==> src/rtl/game_controller_pkg.sv <==
// Shared state encodings and parameter defaults for the round controller.
package game_controller_pkg;

  typedef enum logic [1:0] {
    ST_IDLE     = 2'b00,
    ST_PLAYING  = 2'b01,
    ST_DYING    = 2'b10,
    ST_GAMEOVER = 2'b11
  } state_e;

  localparam int DEBOUNCE_TICKS_DEF = 3;
  localparam int DEATH_TICKS_DEF    = 60;

endpackage

==> src/rtl/game_controller_if.sv <==
// Game-side signals of the round controller: button/collision/score in, control/display out.
interface game_controller_if #(
  parameter int SCORE_W = 10
);
  logic               btn;
  logic               hitColumn;
  logic [SCORE_W-1:0] score;
  logic               flap;
  logic               finished;
  logic               roundReset;
  logic [1:0]         state;
  logic [SCORE_W-1:0] highScore;
  logic               newRecord;

  modport master (
    output btn, hitColumn, score,
    input  flap, finished, roundReset, state, highScore, newRecord
  );

  modport slave (
    input  btn, hitColumn, score,
    output flap, finished, roundReset, state, highScore, newRecord
  );
endinterface

==> src/rtl/btn_debounce.sv <==
// Synchronizes and debounces the raw flap button; press strobes on the debounced 0->1 edge.
module btn_debounce
  import game_controller_pkg::*;
#(
  parameter int DEBOUNCE_TICKS = DEBOUNCE_TICKS_DEF
) (
  input  logic gameClk,
  input  logic reset,
  input  logic btn,
  output logic press
);

  localparam int CNT_W = (DEBOUNCE_TICKS > 1) ? $clog2(DEBOUNCE_TICKS) : 1;
  localparam logic [CNT_W-1:0] CNT_LAST = CNT_W'(DEBOUNCE_TICKS - 1);

  logic             s1_q, s2_q;
  logic             db_q, db_d;
  logic [CNT_W-1:0] cnt_q, cnt_d;

  always_comb begin
    db_d  = db_q;
    cnt_d = cnt_q;
    if (s2_q == db_q) begin
      cnt_d = '0;
    end else if (cnt_q == CNT_LAST) begin
      db_d  = s2_q;
      cnt_d = '0;
    end else begin
      cnt_d = cnt_q + CNT_W'(1);
    end
  end

  // Strobe is taken from the next-state so the FSM reacts on the very edge db rises.
  assign press = db_d & ~db_q;

  always_ff @(posedge gameClk) begin
    if (reset) begin
      s1_q  <= 1'b0;
      s2_q  <= 1'b0;
      db_q  <= 1'b0;
      cnt_q <= '0;
    end else begin
      s1_q  <= btn;
      s2_q  <= s1_q;
      db_q  <= db_d;
      cnt_q <= cnt_d;
    end
  end

endmodule

==> src/rtl/game_controller.sv <==
// Round sequencer IDLE -> PLAYING -> DYING -> GAME_OVER with flap pulses and session high score.
module game_controller
  import game_controller_pkg::*;
#(
  parameter int DEBOUNCE_TICKS = DEBOUNCE_TICKS_DEF,
  parameter int DEATH_TICKS    = DEATH_TICKS_DEF,
  parameter int SCORE_W        = 10
) (
  input  logic             gameClk,
  input  logic             reset,
  game_controller_if.slave bus
);

  localparam int DW = (DEATH_TICKS > 1) ? $clog2(DEATH_TICKS) : 1;
  localparam logic [DW-1:0] DEATH_LOAD = DW'(DEATH_TICKS - 1);

  logic press;

  btn_debounce #(
    .DEBOUNCE_TICKS(DEBOUNCE_TICKS)
  ) u_btn_debounce (
    .gameClk(gameClk),
    .reset  (reset),
    .btn    (bus.btn),
    .press  (press)
  );

  state_e             state_q, state_d;
  logic [DW-1:0]      dcnt_q, dcnt_d;
  logic [SCORE_W-1:0] hs_q, hs_d;
  logic               nr_q, nr_d;
  logic               flap_q, flap_d;
  logic               rr_q, rr_d;
  logic               fin_q, fin_d;

  always_comb begin
    state_d = state_q;
    dcnt_d  = dcnt_q;
    hs_d    = hs_q;
    nr_d    = nr_q;
    flap_d  = 1'b0;
    rr_d    = 1'b0;
    unique case (state_q)
      ST_IDLE: begin
        if (press) begin
          state_d = ST_PLAYING;
          rr_d    = 1'b1;
          nr_d    = 1'b0;
        end
      end
      ST_PLAYING: begin
        // A hit outranks a simultaneous press: the round ends without a flap.
        if (bus.hitColumn) begin
          state_d = ST_DYING;
          dcnt_d  = DEATH_LOAD;
          if (bus.score > hs_q) begin
            hs_d = bus.score;
            nr_d = 1'b1;
          end else begin
            nr_d = 1'b0;
          end
        end else if (press) begin
          flap_d = 1'b1;
        end
      end
      ST_DYING: begin
        if (dcnt_q == '0) state_d = ST_GAMEOVER;
        else              dcnt_d  = dcnt_q - DW'(1);
      end
      ST_GAMEOVER: begin
        if (press) begin
          state_d = ST_IDLE;
          rr_d    = 1'b1;
          nr_d    = 1'b0;
        end
      end
      default: state_d = ST_IDLE;
    endcase
    fin_d = (state_d != ST_PLAYING);
  end

  always_ff @(posedge gameClk) begin
    if (reset) begin
      state_q <= ST_IDLE;
      dcnt_q  <= '0;
      hs_q    <= '0;
      nr_q    <= 1'b0;
      flap_q  <= 1'b0;
      rr_q    <= 1'b0;
      fin_q   <= 1'b1;
    end else begin
      state_q <= state_d;
      dcnt_q  <= dcnt_d;
      hs_q    <= hs_d;
      nr_q    <= nr_d;
      flap_q  <= flap_d;
      rr_q    <= rr_d;
      fin_q   <= fin_d;
    end
  end

  assign bus.state      = state_q;
  assign bus.flap       = flap_q;
  assign bus.roundReset = rr_q;
  assign bus.finished   = fin_q;
  assign bus.highScore  = hs_q;
  assign bus.newRecord  = nr_q;

endmodule

==> src/flat_wrapper.sv <==
// flat-port wrapper written by rule: the top's interface ports become plain ports
module game_controller_flat import game_controller_pkg::*;
#(
  parameter int DEBOUNCE_TICKS = DEBOUNCE_TICKS_DEF,
  parameter int DEATH_TICKS    = DEATH_TICKS_DEF,
  parameter int SCORE_W        = 10
)
  (gameClk, reset, bus_btn, bus_hitColumn, bus_score, bus_flap, bus_finished, bus_roundReset, bus_state, bus_highScore, bus_newRecord);
  game_controller_if #(.SCORE_W(SCORE_W)) bus_i ();
  input  logic gameClk;
  input  logic reset;
  input wire logic [$bits(bus_i.btn)-1:0] bus_btn;
  input wire logic [$bits(bus_i.hitColumn)-1:0] bus_hitColumn;
  input wire logic [$bits(bus_i.score)-1:0] bus_score;
  output wire logic [$bits(bus_i.flap)-1:0] bus_flap;
  output wire logic [$bits(bus_i.finished)-1:0] bus_finished;
  output wire logic [$bits(bus_i.roundReset)-1:0] bus_roundReset;
  output wire logic [$bits(bus_i.state)-1:0] bus_state;
  output wire logic [$bits(bus_i.highScore)-1:0] bus_highScore;
  output wire logic [$bits(bus_i.newRecord)-1:0] bus_newRecord;
  assign bus_i.btn = bus_btn;
  assign bus_i.hitColumn = bus_hitColumn;
  assign bus_i.score = bus_score;
  assign bus_flap = bus_i.flap;
  assign bus_finished = bus_i.finished;
  assign bus_roundReset = bus_i.roundReset;
  assign bus_state = bus_i.state;
  assign bus_highScore = bus_i.highScore;
  assign bus_newRecord = bus_i.newRecord;
  game_controller #(.DEBOUNCE_TICKS(DEBOUNCE_TICKS), .DEATH_TICKS(DEATH_TICKS), .SCORE_W(SCORE_W)) u_core (.gameClk(gameClk), .reset(reset), .bus(bus_i));
endmodule
==> config.mk <==
export PLATFORM = sky130hd
export DESIGN_NAME = game_controller_flat
export DESIGN_NICKNAME = d
export VERILOG_FILES = /design/src/rtl/game_controller_pkg.sv /design/src/rtl/game_controller_if.sv /design/src/rtl/btn_debounce.sv /design/src/rtl/game_controller.sv /design/src/flat_wrapper.sv
export SDC_FILE = /design/constraint.sdc
export NUM_CORES = 1
export LEC_CHECK = 0
export ABC_AREA = 1
export BUFFER_PORTS_ARGS = -buffer_cell sky130_fd_sc_hd__buf_2
export CORE_MARGIN = 5
export CORE_UTILIZATION = 40
export CTS_BUF_LIST = sky130_fd_sc_hd__clkbuf_8 sky130_fd_sc_hd__clkbuf_16
export CTS_CLUSTER_SIZE = 20
export DETAILED_ROUTE_END_ITERATION = 6
export MAX_ROUTING_LAYER = met4
export PLACE_DENSITY = 0.6
export SLEW_MARGIN = 20
export SYNTH_ARGS = -nofsm -noshare
export SYNTH_HDL_FRONTEND = slang
export SYNTH_SLANG_ARGS = --single-unit
==> constraint.sdc <==
create_clock -name gameClk -period 1.5 [get_ports gameClk]
set_input_delay 0.225 -clock gameClk [delete_from_list [all_inputs] [get_ports gameClk]]
set_output_delay 0.225 -clock gameClk [all_outputs]
set_load 0.1 [all_outputs]
==> out/results.txt, run 1 <==
Avg Synthesized Cell Area: 7.18 um^2
Die Y: 75.0 um
Met2 usage: 24.5%
Initial Util: 41.6%
Skew-Pair Late Insertion Delay: 290 ps
Clock skew: 15.1 ps
Pleak: 0.00112 uW
Max-cap violations: 0
Routed vias: 1547
Maximum VDD drop: 0.000302 V
Hold Vio Cnt, Final: 0
Relative slew slack: 67.5%
Vias in the first global route: 1531
Failing checks: setup timing
Most used routing layer: met2
PD cells: 546 mW/mm^2
Global-route wire length before repair: 6440 um
CP max stage cell: dfxtp_4
CP bufs+invs: 2
Drt pass-1 iters: 4
Final min period: 1590 ps
Clock Sinks: 27
Cts hold-fix bufs: 0
Total wire length: 3710 um
RePlAce Congestion: 0.805
Netlist Area Pre-Place: 0.00169 mm^2
Syn nets: 265
CTS max path bufs: 2
WL per Instance: 10.9 um
CTS root buf: clkbuf_8
Setup crit end kind: flop
Max Transition Viols Final: 0
Period utilization: 106%
Slew at the pin with the worst max-slew slack: 491 ps
Met3 GRT Util: 2.40%
N_diodes: 0
CP required: 1700 ps
CP Max Fanout: 6
CP Class: flop to flop
CTS buffer count: 3
Met1 Usage GRT: 18.9%
Worst path cell trace: inv_4 > ha_4 > nand2_4 > nor2_4 > nand3_2 > nand3_4 > buf_4 > nand4_1 > nand2_1 > nor2_1
Die X: 75.0 um
Post-Syn Instances: 235
Max incr delay on CP: 370 ps
Setup TNS: -750 ps
Outcome: complete, but fails checks
Sequential share of the synthesized area: 32.0%
Final setup viols: 11
Die ar.: 0.00562 mm^2
Nets: 320
Reg clk slew, reported paths: 110 ps
Fin util: 58.7%
Final worst slack: -85.3 ps
Via density: 4.56
Number of antenna violations at the first check in global routing: 0
FP Rows: 23
Global route overflow: 0
RSZ-0062 raised after global routing: yes
CTS tree: built
CORE AREA: 0.00406 mm^2
Largest net degree at the start of global routing: 17
Pre-CTS setup slack: -58.5 ps
Synth cell types: 32
DRT iter0 DRCs: 63
Register bit total from synthesis: 27
Area grow syn2layout: 41.1%
Type of origin of the critical path: flop
HPWL Detailed: 2740 um
Fmax: 631 MHz
Max H-tree Level: 1
Share of cells above drive strength 1: 43.3%
GRT Util Overall: 15.1%
Worst Path Arrival: 1780 ps
Post-DRT Antenna Nets: 0
Drt drc: 0
Boundary Pins: 30
Port Buf Inserts: 29
Largest delay share family, worst path: simple AND/OR/NAND/NOR gates
Syn. warnings: 0
Worst hold path class: input port to flop
synth_stat cells:
cell | number | area (um^2)
inv_4 | 1 | 6.26
a21oi_2 | 2 | 17.5
a21oi_4 | 1 | 16.3
clkbuf_1 | 1 | 3.75
nand2_1 | 49 | 184
xor2_1 | 3 | 26.3
nor2_1 | 22 | 82.6
nand3_4 | 2 | 35.0
nand4_1 | 10 | 62.6
a21oi_1 | 7 | 35.0
nor3_1 | 3 | 15.0
nand3_1 | 5 | 25.0
dfxtp_1 | 27 | 541
o21ai_0 | 5 | 25.0
buf_1 | 1 | 3.75
nand2_4 | 1 | 11.3
o211ai_1 | 1 | 7.51
nor2_4 | 3 | 33.8
ha_1 | 16 | 200
buf_2 | 1 | 5.00
nand4_4 | 1 | 21.3
a211oi_1 | 1 | 7.51
inv_1 | 52 | 195
o21ai_1 | 5 | 25.0
inv_2 | 5 | 18.8
o22ai_1 | 1 | 6.26
nand3_2 | 2 | 20.0
nand2_2 | 2 | 12.5
or2_1 | 1 | 6.26
o21ai_2 | 1 | 8.76
buf_6 | 2 | 22.5
nor3b_1 | 1 | 7.51
cell usage in the layout (no fill, tap or decap), types with 2 or more instances in the layout:
cell and n:
nand2_2 5, clkbuf_8 3, ha_4 11, inv_4 8, nand3_2 3, dfxtp_2 2
nor2_1 21, a21oi_2 2, inv_2 10, buf_2 29, nand4_1 10, dfxtp_1 14
buf_6 4, o21ai_1 5, nor2_4 3, o21ai_0 5, inv_1 40, nand2_4 4
xor2_1 3, dfxtp_4 11, nand3_1 4, nand2_1 43, a21oi_1 7, nand3_4 3
nor3_1 3, ha_1 5, buf_4 20
layer usage:
layer  wire (um)  part of all wire, %
met5           0                    0
met1        1780                   48
met2        1730                   47
met3         151                  4.1
met4          50                  1.3
final timing paths:
check | start | to | slack (ps) | depth (start not counted)
max | u_core.bus.highScore[7] | u_core.bus.highScore[6] | -90 | 10
min reg2reg | u_core.u_btn_debounce.cnt_q[0] | u_core.u_btn_debounce.cnt_q[0] | 410 | 1
max reg2reg | u_core.bus.highScore[7] | u_core.bus.highScore[6] | -90 | 10
min | bus_btn | u_core.u_btn_debounce.s1_q | 130 | 3
worst reg2reg max path: cells and delay by family, from the launching register on:
kind                     cells  cell delay (ps)
adder cells (fa/ha/maj)      1              270
AND/OR/NAND/NOR              7              680
flip-flops                   1              370
buffers and inverters        2              190
stage by stage:
step                      hold slack [ps]  area, um^2  power, uW  instances
final                                 131        2380       1300        339
after global routing                  162        2380       1370        339
after CTS                             124        2260       1320        336
after detailed placement              398        2180        871        330
after global placement                389        2180        868        330
after floorplan                       303        1850        811        235
what timing repair did:
action                     4_1_cts  5_1_grt
setup endpoints to repair       11       19
pin swaps                        3        8
buffers inserted                 1        3
resized for setup                4       20
gates cloned                     1        0
area by class of cell:
cell class	instances	area, um^2
fill	395	1680
timing repair buffer	54	360
clock inverter	1	7.51
multi-input combinational	146	1090
sequential	27	584
clock buffer	3	41.3
tap	50	62.6
inverter	58	238
where the power goes:
| group | leakage, uW | internal, uW | total (uW) | switching, uW |
|---|---|---|---|---|
| registers | 0.000228 | 700 | 702 | 1.73 |
| clock network | 0.0000217 | 189 | 435 | 246 |
| logic | 0.000866 | 76.0 | 162 | 86.3 |
| total | 0.00112 | 965 | 1300 | 334 |
flip-flops by register name, summed over array words and instances (netlist names), 2 cells and up:
signal	count
u_core.bus.highScore	10
u_core.u_btn_debounce.cnt_q	2
u_core.dcnt_q	6
u_core.bus.state	2
cell families (layout without fill, tap and decap cells):
logic type                 count (synthesis)  in the layout  synth area share [%]
DFF                                       27             27                  32.0
adders and majority gates                 16             16                  11.9
and+or+nand+nor                          102            103                  30.6
buffers and inverters                     63            116                  15.1
AOI/OAI and AO/OA                         24             24                  8.82
xor gates and xnor gates                   3              3                  1.56
Power figures use the tool's default switching activity.
==> run 2, diff against run 1 <==
--- a/config.mk
+++ b/config.mk
@@ -12,7 +12,6 @@
 export CTS_BUF_LIST = sky130_fd_sc_hd__clkbuf_8 sky130_fd_sc_hd__clkbuf_16
 export CTS_CLUSTER_SIZE = 20
 export DETAILED_ROUTE_END_ITERATION = 6
-export MAX_ROUTING_LAYER = met4
 export PLACE_DENSITY = 0.6
 export SLEW_MARGIN = 20
 export SYNTH_ARGS = -nofsm -noshare
==> out/results.txt, run 2 (synthesis gave the netlist of run 1 again) <==
Max H-tree Level: 1
FP Rows: 23
Global-route wire length before repair: 6440 um
Post-DRT Antenna Nets: 0
Final min period: 1590 ps
Int Power: 965 uW
Most frequent cells in the layout: 43 x nand2_1, 40 x inv_1, 29 x buf_2
RePlAce Congestion: 0.794
CTS max path bufs: 2
Hold Vio Cnt, Final: 0
Share of cells above drive strength 1: 43.3%
Clock power frac: 33.5%
Final setup viols: 11
Total wire length: 3740 um
WL per Instance: 11.0 um
Outcome: complete, but fails checks
CTS root buf: clkbuf_8
Max FFs per register: 10
RSZ-0062 raised after global routing: yes
Pleak: 0.00112 uW
CP Max Fanout: 6
Cts hold-fix bufs: 0
Reg power frac: 54.0%
Routed vias: 1539
Global route overflow: 0
Logic gate share of total power: 12.5%
Die ar.: 0.00562 mm^2
N_diodes: 0
Fmax: 630 MHz
DRT iter0 DRCs: 66
Vias in the first global route: 1531
Worst Path Arrival: 1780 ps
Die Y: 75.0 um
PD cells: 546 mW/mm^2
Via density: 4.54
Maximum VDD drop: 0.000302 V
HPWL Detailed: 2740 um
Fin util: 58.7%
Clock Sinks: 27
Slew at the pin with the worst max-slew slack: 491 ps
Nets: 320
Failing checks: setup timing
Skew-Pair Late Insertion Delay: 290 ps
FILL cells: 395
Clock skew: 15.5 ps
Initial Util: 41.6%
Type of origin of the critical path: flop
GRT Util Overall: 14.6%
CP Class: flop to flop
Area grow syn2layout: 41.1%
CORE AREA: 0.00406 mm^2
Boundary Pins: 30
WHS: 130 ps
Drt drc: 0
CTS tree: built
Psw: 334 uW
CP required: 1700 ps
Setup crit end kind: flop
Drt pass-1 iters: 4
Reg clk slew, reported paths: 110 ps
Commonest non-fill, non-tap cell in the layout: nand2_1
Post-Layout Cell Count: 339
Max-cap violations: 0
Relative slew slack: 67.5%
# placed instances: 330
Port Buf Inserts: 29
Number of antenna violations at the first check in global routing: 0
Largest net degree at the start of global routing: 17
Die X: 75.0 um
Setup TNS: -770 ps
Period utilization: 106%
Max Transition Viols Final: 0
Worst hold path class: input port to flop
Final worst slack: -87.0 ps
Sw Share: 25.7%
CTS buffer count: 3
## run 2: cell counts in the layout (fill, tap and decap cells not counted)
No cell type changed its count.
## run 2: what timing repair did
action,in CTS,in global routing
resized for setup,4,20
pin swaps,3,8
setup endpoints to repair,11,19
gates cloned,1,0
setup buffers,1,3
## run 2: cell type report
class	count	area, um^2	share of cell area (%)
sequential	27	584	24.5
clock buffer	3	41.3	1.73
inverter	58	238	9.98
multi-input combinational	146	1090	45.7
timing repair buffer	54	360	15.1
tap	50	62.6	2.63
clock inverter	1	7.51	0.315
## run 2: power by group through the flow
stage / clock network, uW / logic, uW / registers, uW
4_1_cts: 456 / 159 / 702
2_1_floorplan: 0 / 91.5 / 719
6_report: 435 / 163 / 702
3_3_place_gp: 0 / 150 / 718
3_5_place_dp: 0 / 153 / 719
5_1_grt: 484 / 183 / 703
## run 2: per-stage QoR
stage               setup WS, ps  area (um^2)  power, uW
floorplan                   -145         1850        811
global placement           -31.1         2180        868
detailed placement         -58.5         2180        871
CTS                        -80.0         2260       1320
global route                -188         2380       1370
finish                     -87.0         2380       1300
## run 2: critical path: stages (launching register included)
cell	delay, ps
dfxtp_4	370
inv_4	40
ha_4	260
nand2_4	50
nor2_4	160
nand3_2	120
nand3_4	160
buf_4	150
nand4_1	70
nand2_1	70
nor2_1	40
## run 2: final timing paths
check                                 startpoint                        endpoint  slack, ps  cells after the start
hold / removal                           bus_btn      u_core.u_btn_debounce.s1_q        130                      3
setup reg to reg         u_core.bus.highScore[7]         u_core.bus.highScore[6]        -90                     10
setup / recovery         u_core.bus.highScore[7]         u_core.bus.highScore[6]        -90                     10
hold reg to reg   u_core.u_btn_debounce.cnt_q[0]  u_core.u_btn_debounce.cnt_q[0]        410                      1
## run 2: metal layers
layer,wire (um),vias to the layer above,GRT usage (%)
li1,-,836,-
met1,1790,674,18.8
met2,1750,23,24.5
met3,157,6,2.67
met4,45,0,5.34
met5,0,-,0
